--- src/rtl/wb_hyper_arb.sv ---
// Two-master Wishbone arbiter in front of a HyperRAM controller data port.
// Holds each grant for a whole cycle, inserts one idle cycle between grants, and has an ack watchdog.
module wb_hyper_arb #(
    parameter int dw      = 32,
    parameter int aw      = 32,
    parameter int TIMEOUT = 1024
) (
    input  logic            wb_clk_i,
    input  logic            wb_rst_i,
    input  logic [aw-1:0]   m0_adr_i,
    input  logic [dw-1:0]   m0_dat_i,
    input  logic [dw/8-1:0] m0_sel_i,
    input  logic            m0_we_i,
    input  logic            m0_cyc_i,
    input  logic            m0_stb_i,
    input  logic [2:0]      m0_cti_i,
    output logic [dw-1:0]   m0_dat_o,
    output logic            m0_ack_o,
    output logic            m0_err_o,
    input  logic [aw-1:0]   m1_adr_i,
    input  logic [dw-1:0]   m1_dat_i,
    input  logic [dw/8-1:0] m1_sel_i,
    input  logic            m1_we_i,
    input  logic            m1_cyc_i,
    input  logic            m1_stb_i,
    input  logic [2:0]      m1_cti_i,
    output logic [dw-1:0]   m1_dat_o,
    output logic            m1_ack_o,
    output logic            m1_err_o,
    output logic [aw-1:0]   s_adr_o,
    output logic [dw-1:0]   s_dat_o,
    output logic [dw/8-1:0] s_sel_o,
    output logic            s_we_o,
    output logic            s_cyc_o,
    output logic            s_stb_o,
    output logic [2:0]      s_cti_o,
    input  logic [dw-1:0]   s_dat_i,
    input  logic            s_ack_i
);
    localparam int CW = $clog2(TIMEOUT + 1);

    typedef enum logic [1:0] {IDLE, GNT0, GNT1, RELEASE} state_t;

    state_t        r_state, w_state_next;
    logic          r_last, w_last_next;
    logic [CW-1:0] r_wdog, w_wdog_next;

    logic [aw-1:0]   w_adr [2];
    logic [dw-1:0]   w_wdat [2];
    logic [dw/8-1:0] w_sel [2];
    logic [2:0]      w_cti [2];
    logic            w_we [2];
    logic            w_cyc [2];
    logic            w_stb [2];
    logic [dw-1:0]   w_rdat [2];
    logic            w_ack [2];
    logic            w_err [2];

    assign w_adr[0]  = m0_adr_i;  assign w_adr[1]  = m1_adr_i;
    assign w_wdat[0] = m0_dat_i;  assign w_wdat[1] = m1_dat_i;
    assign w_sel[0]  = m0_sel_i;  assign w_sel[1]  = m1_sel_i;
    assign w_cti[0]  = m0_cti_i;  assign w_cti[1]  = m1_cti_i;
    assign w_we[0]   = m0_we_i;   assign w_we[1]   = m1_we_i;
    assign w_cyc[0]  = m0_cyc_i;  assign w_cyc[1]  = m1_cyc_i;
    assign w_stb[0]  = m0_stb_i;  assign w_stb[1]  = m1_stb_i;

    logic w_gnt_valid, w_gnt_idx, w_g_cyc, w_g_stb, w_timeout;

    assign w_gnt_valid = (r_state == GNT0) || (r_state == GNT1);
    assign w_gnt_idx   = (r_state == GNT1);
    assign w_g_cyc     = w_gnt_valid & w_cyc[w_gnt_idx];
    assign w_g_stb     = w_g_cyc & w_stb[w_gnt_idx];
    // An ack in the final wait cycle suppresses the timeout; reset never reports one.
    assign w_timeout   = w_g_stb & ~s_ack_i & ~wb_rst_i & (r_wdog == CW'(TIMEOUT - 1));

    assign s_cyc_o = w_g_cyc & ~w_timeout;
    assign s_stb_o = w_g_stb & ~w_timeout;
    assign s_adr_o = w_gnt_valid ? w_adr[w_gnt_idx]  : '0;
    assign s_dat_o = w_gnt_valid ? w_wdat[w_gnt_idx] : '0;
    assign s_sel_o = w_gnt_valid ? w_sel[w_gnt_idx]  : '0;
    assign s_cti_o = w_gnt_valid ? w_cti[w_gnt_idx]  : 3'b000;
    assign s_we_o  = w_gnt_valid & w_we[w_gnt_idx];

    generate
        for (genvar gi = 0; gi < 2; gi++) begin : g_master
            logic w_mine;
            assign w_mine     = w_gnt_valid && (w_gnt_idx == 1'(gi));
            assign w_rdat[gi] = w_mine ? s_dat_i : '0;
            assign w_ack[gi]  = w_mine & s_ack_i;
            assign w_err[gi]  = w_mine & w_timeout;
        end
    endgenerate

    assign m0_dat_o = w_rdat[0];  assign m1_dat_o = w_rdat[1];
    assign m0_ack_o = w_ack[0];   assign m1_ack_o = w_ack[1];
    assign m0_err_o = w_err[0];   assign m1_err_o = w_err[1];

    always_comb begin
        w_state_next = r_state;
        w_last_next  = r_last;
        case (r_state)
            IDLE: begin
                // r_last high means m1 was served last, so m0 takes a tie.
                if (m0_cyc_i && m1_cyc_i) w_state_next = r_last ? GNT0 : GNT1;
                else if (m0_cyc_i)        w_state_next = GNT0;
                else if (m1_cyc_i)        w_state_next = GNT1;
            end
            GNT0, GNT1: begin
                if (!w_g_cyc || w_timeout) begin
                    w_state_next = RELEASE;
                    w_last_next  = w_gnt_idx;
                end
            end
            RELEASE: w_state_next = IDLE;
            default: w_state_next = IDLE;
        endcase
    end

    always_comb begin
        w_wdog_next = '0;
        if (w_g_stb && !s_ack_i && !w_timeout) w_wdog_next = r_wdog + CW'(1);
    end

    always_ff @(posedge wb_clk_i) begin
        if (wb_rst_i) begin
            r_state <= IDLE;
            r_last  <= 1'b1;
            r_wdog  <= '0;
        end else begin
            r_state <= w_state_next;
            r_last  <= w_last_next;
            r_wdog  <= w_wdog_next;
        end
    end
endmodule

--- config.mk ---
export PLATFORM = sky130hd
export DESIGN_NAME = wb_hyper_arb
export DESIGN_NICKNAME = d
export VERILOG_FILES = /design/src/rtl/wb_hyper_arb.sv
export SDC_FILE = /design/constraint.sdc
export NUM_CORES = 1
export LEC_CHECK = 0
export BUFFER_PORTS_ARGS = -buffer_cell sky130_fd_sc_hd__buf_2
export CORE_AREA = 4 4 126 128
export CTS_CLUSTER_DIAMETER = 60
export DETAILED_ROUTE_END_ITERATION = 12
export DIE_AREA = 0 0 130 132
export PLACE_DENSITY_LB_ADDON = 0.08
export SYNTH_ARGS = -nofsm -noshare
export SYNTH_HDL_FRONTEND = slang
export SYNTH_SLANG_ARGS = --single-unit
--- constraint.sdc ---
create_clock -name wb_clk_i -period 2.5 [get_ports wb_clk_i]
set_clock_uncertainty 0.1 [all_clocks]
set_input_delay 0.75 -clock wb_clk_i [delete_from_list [all_inputs] [get_ports wb_clk_i]]
set_output_delay 0.75 -clock wb_clk_i [all_outputs]
set_load 0.01 [all_outputs]
==> metrics.cfg <==
[run_status]
status = finished, violations left
violations = setup timing

[worst_setup_path]
cp.required_ns = 1.65
slowest_delay_ns = 0.32
critPathCapture = m1_err_o
startpoint_type = flip-flop
end_kind = primary output
cp.depth = 8
worst-setup-path-type = reg2out
reg2reg_depth = 9
startpoint = r_state[0]
crit_slowest_cell = dfxtp_2
r2r_start = r_state[0]
path_delay_family = simple AND/OR/NAND/NOR gates
cp.arrival_ns = 1.69
path_buf_inv = 3
r2r_setup_slack_ns = 0.23
path_cells = inv_2 -> ha_4 -> buf_12 -> mux2_4 -> nand4_1 -> nor2_2 -> and2_1 -> buf_2
worstPathMaxFanout = 5
timing.rr.end = r_state[0]

[synthesis]
synth_top_family_by_area = simple AND/OR/NAND/NOR gates
synth-simple-area-share_pct = 43.4
avgSynthCellArea_um2 = 7.65
synthMuxAreaShare_pct = 31.6
synth_compound_area_share_pct = 2.41
synthCells = 326
synth_area_um2 = 2490
synth_cell_types = 31
synth_nets = 515
synth_fa_ha_area_share_pct = 3.01
ys_ff_latch = 14
synth-xor-area-share_pct = 2.81
synth_warnings = 0
ys_seq_area_share_pct = 11.2

[clock_tree]
cts_tree = yes
insertion_delay_ns = 0.25
clockRootBuffer = clkbuf_16
cts_made_buffers = 3
clk_pin_slew_ns = 0.05
ctsLongestPathBuffers = 2
cts.sinks = 14
h-tree-depth = 1

[global_route]
overflow = 0
grt_pass1_wl_mm = 17.1
grt-busiest-layer = met2
grt_usage_pct = 12.5
grt_start_max_net_pins = 35
use_met1_pct = 13.1
use_met2_pct = 25.5
first_global_vias = 3209
antenna_found_initial = 1
use_met3_pct = 2.23

[sta]
hold_violations = 0
fin_ws_ns = -0.0395
drv_slew = 0
max_freq_mhz = 394
finalSetupViolations = 6
period_share_pct = 102
max_slew_margin_pct = 77.4
period_minus_slack_ns = 2.54
tightest_slew_ns = 0.338
rsz0062_at_grt = yes

[worst_hold_path]
min_path_type = reg2reg

[power_and_ir_drop]
p_int_uw = 2840
ir_drop_mv = 0.549
p_total_uw = 5010
switchingPower_uw = 2180
clockPowerShare_pct = 6.8
p_sw_share_pct = 43.4
p_leak_uw = 0.00266
seq_power_share_pct = 5.4
combPwrFrac_pct = 87.8
power_density_nw_per_um2 = 999

[detailed_routing]
drt_iter0_markers = 86
drcViolationCount = 0
routed_wl_mm = 12.9
wire_per_inst_um = 15.1
ant_nets = 0
drt_pass1_iterations = 6
routed_via_density = 4.07
vias = 3462

[layout]
fin_util_pct = 33.8
design_area_um2 = 5020
multi_input_area_um2 = 2270
layout.nets = 853
syn2layout_area_growth_pct = 101
drive_above_1_share_pct = 59.9
seqCellArea_um2 = 288
final_cells = 851
antenna_cells = 0
n_fill_cell = 1630

[placement]
place_congestion = 0.798
place_inst = 830
hpwl_mm = 10.3
io_buffer_count = 324
place_area_um2 = 4420

[die]
die_w_um = 130
dieArea_um2 = 17200
row_count = 45
io_pins = 325
die_height_um = 132
start_util_pct = 16.8
core_area_um2 = 14900

[job]
drv_cap = 0

flip-flops by register name, indices dropped and copies added, names as in the netlist:
| signal | count |
|---|---|
| r_last | 1 |
| r_state | 2 |
| r_wdog | 11 |
per-layer routing:
layer  up-vias  part of all wire, %  wire length [um]
met4         2                  1.2               149
li1       1750                    -                 -
met2       154                   55              7110
met3        12                  8.3              1070
met5         -                 0.10                13
met1      1544                   35              4520
timing repair:
| item | 4_1_cts | 5_1_grt |
|---|---|---|
| setup endpoints to repair | 109 | 102 |
| setup buffers | 6 | 6 |
| gates cloned | 1 | 5 |
| resized for setup | 16 | 37 |
| pin swaps | 5 | 4 |
| hold buffers | 0 | 0 |
power groups by stage:
| stage | Sequential, uW | Combinational, uW | Clock (uW) |
|---|---|---|---|
| after floorplan | 260 | 2140 | 0 |
| after global placement | 267 | 3570 | 0 |
| after detailed placement | 269 | 3560 | 0 |
| after CTS | 268 | 3850 | 349 |
| after global routing | 270 | 4760 | 358 |
| final | 269 | 4400 | 343 |
cells by family (layout without fill, tap and decap cells):
| group | after synthesis | count (layout) |
|---|---|---|
| simple gates | 181 | 181 |
| flops | 14 | 14 |
| fa+ha+maj | 6 | 6 |
| buf+inv | 32 | 369 |
| xor+xnor | 8 | 8 |
| mux | 78 | 78 |
| compound gates | 7 | 7 |
how the worst min path moves through the flow:
stage,startpoint,endpoint,slack [ns],cells past startpoint
6_report,r_wdog[10],r_wdog[10],0.34,2
3_3_place_gp,r_wdog[10],r_wdog[10],0.32,2
4_1_cts,r_wdog[10],r_wdog[10],0.34,2
3_5_place_dp,r_wdog[10],r_wdog[10],0.33,2
2_1_floorplan,r_wdog[10],r_wdog[10],0.31,2
5_1_grt,r_wdog[10],r_wdog[10],0.38,2
cell usage in the layout, fill, tap and decap left out, types with 6 or more instances in the layout:
cell type / synthesis / final
xnor2_1: 6 / 6
and2_1: 70 / 70
buf_2: 9 / 314
mux2i_1: 75 / 69
nor2_1: 17 / 16
buf_6: 1 / 7
buf_4: 0 / 26
dfxtp_1: 14 / 10
nor2b_4: 0 / 8
clkbuf_16: 0 / 7
nor2b_1: 73 / 63
worst register-to-register path, stage by stage (launching register included):
cell and delay (ns):
dfxtp_2 0.32, inv_2 0.05, ha_4 0.18, buf_12 0.13
mux2_4 0.30, buf_4 0.14, buf_4 0.13, and2_4 0.15
a211oi_2 0.30, mux2_1 0.36
synth_stat cells:
master     number  share of area, %
mux2i_1        75                30
nor2b_1        73                18
and2_1         70                18
nor2_1         17               2.6
clkbuf_1       16               2.4
dfxtp_1        14                11
buf_2           9               1.8
ha_1            6               3.0
inv_1           6              0.90
xnor2_1         6               2.1
nand2_1         5              0.75
nand3_1         3              0.60
and3_1          2              0.50
nand2b_1        2              0.50
nand4_1         2              0.50
nor3_1          2              0.40
nor4_1          2              0.50
o211ai_1        2              0.60
xor2_1          2              0.70
a211oi_2        1              0.50
a21oi_1         1              0.20
a311oi_1        1              0.35
and2_4          1              0.35
buf_6           1              0.45
mux2_1          1              0.45
mux2_2          1              0.45
mux2_4          1              0.60
nand4_2         1              0.50
nor3b_1         1              0.30
o2bb2ai_1       1              0.35
o311a_1         1              0.40
final cells by class:
type | instances | share of cell area, %
timing repair buffer | 359 | 42.2
sequential | 14 | 5.73
tap | 188 | 4.69
inverter | 6 | 0.449
clock buffer | 4 | 1.77
multi-input combinational | 280 | 45.2
stage by stage:
step           setup WS [ns]  TNS [ns]  hold WS [ns]
4_1_cts              -0.0774    -0.268         0.335
6_report             -0.0395    -0.151         0.337
3_5_place_dp         -0.0593   -0.0875         0.328
3_3_place_gp         -0.0850    -0.126         0.320
5_1_grt               -0.113     -2.25         0.379
2_1_floorplan         0.0359         0         0.309
(Power assumes the default switching activity.)
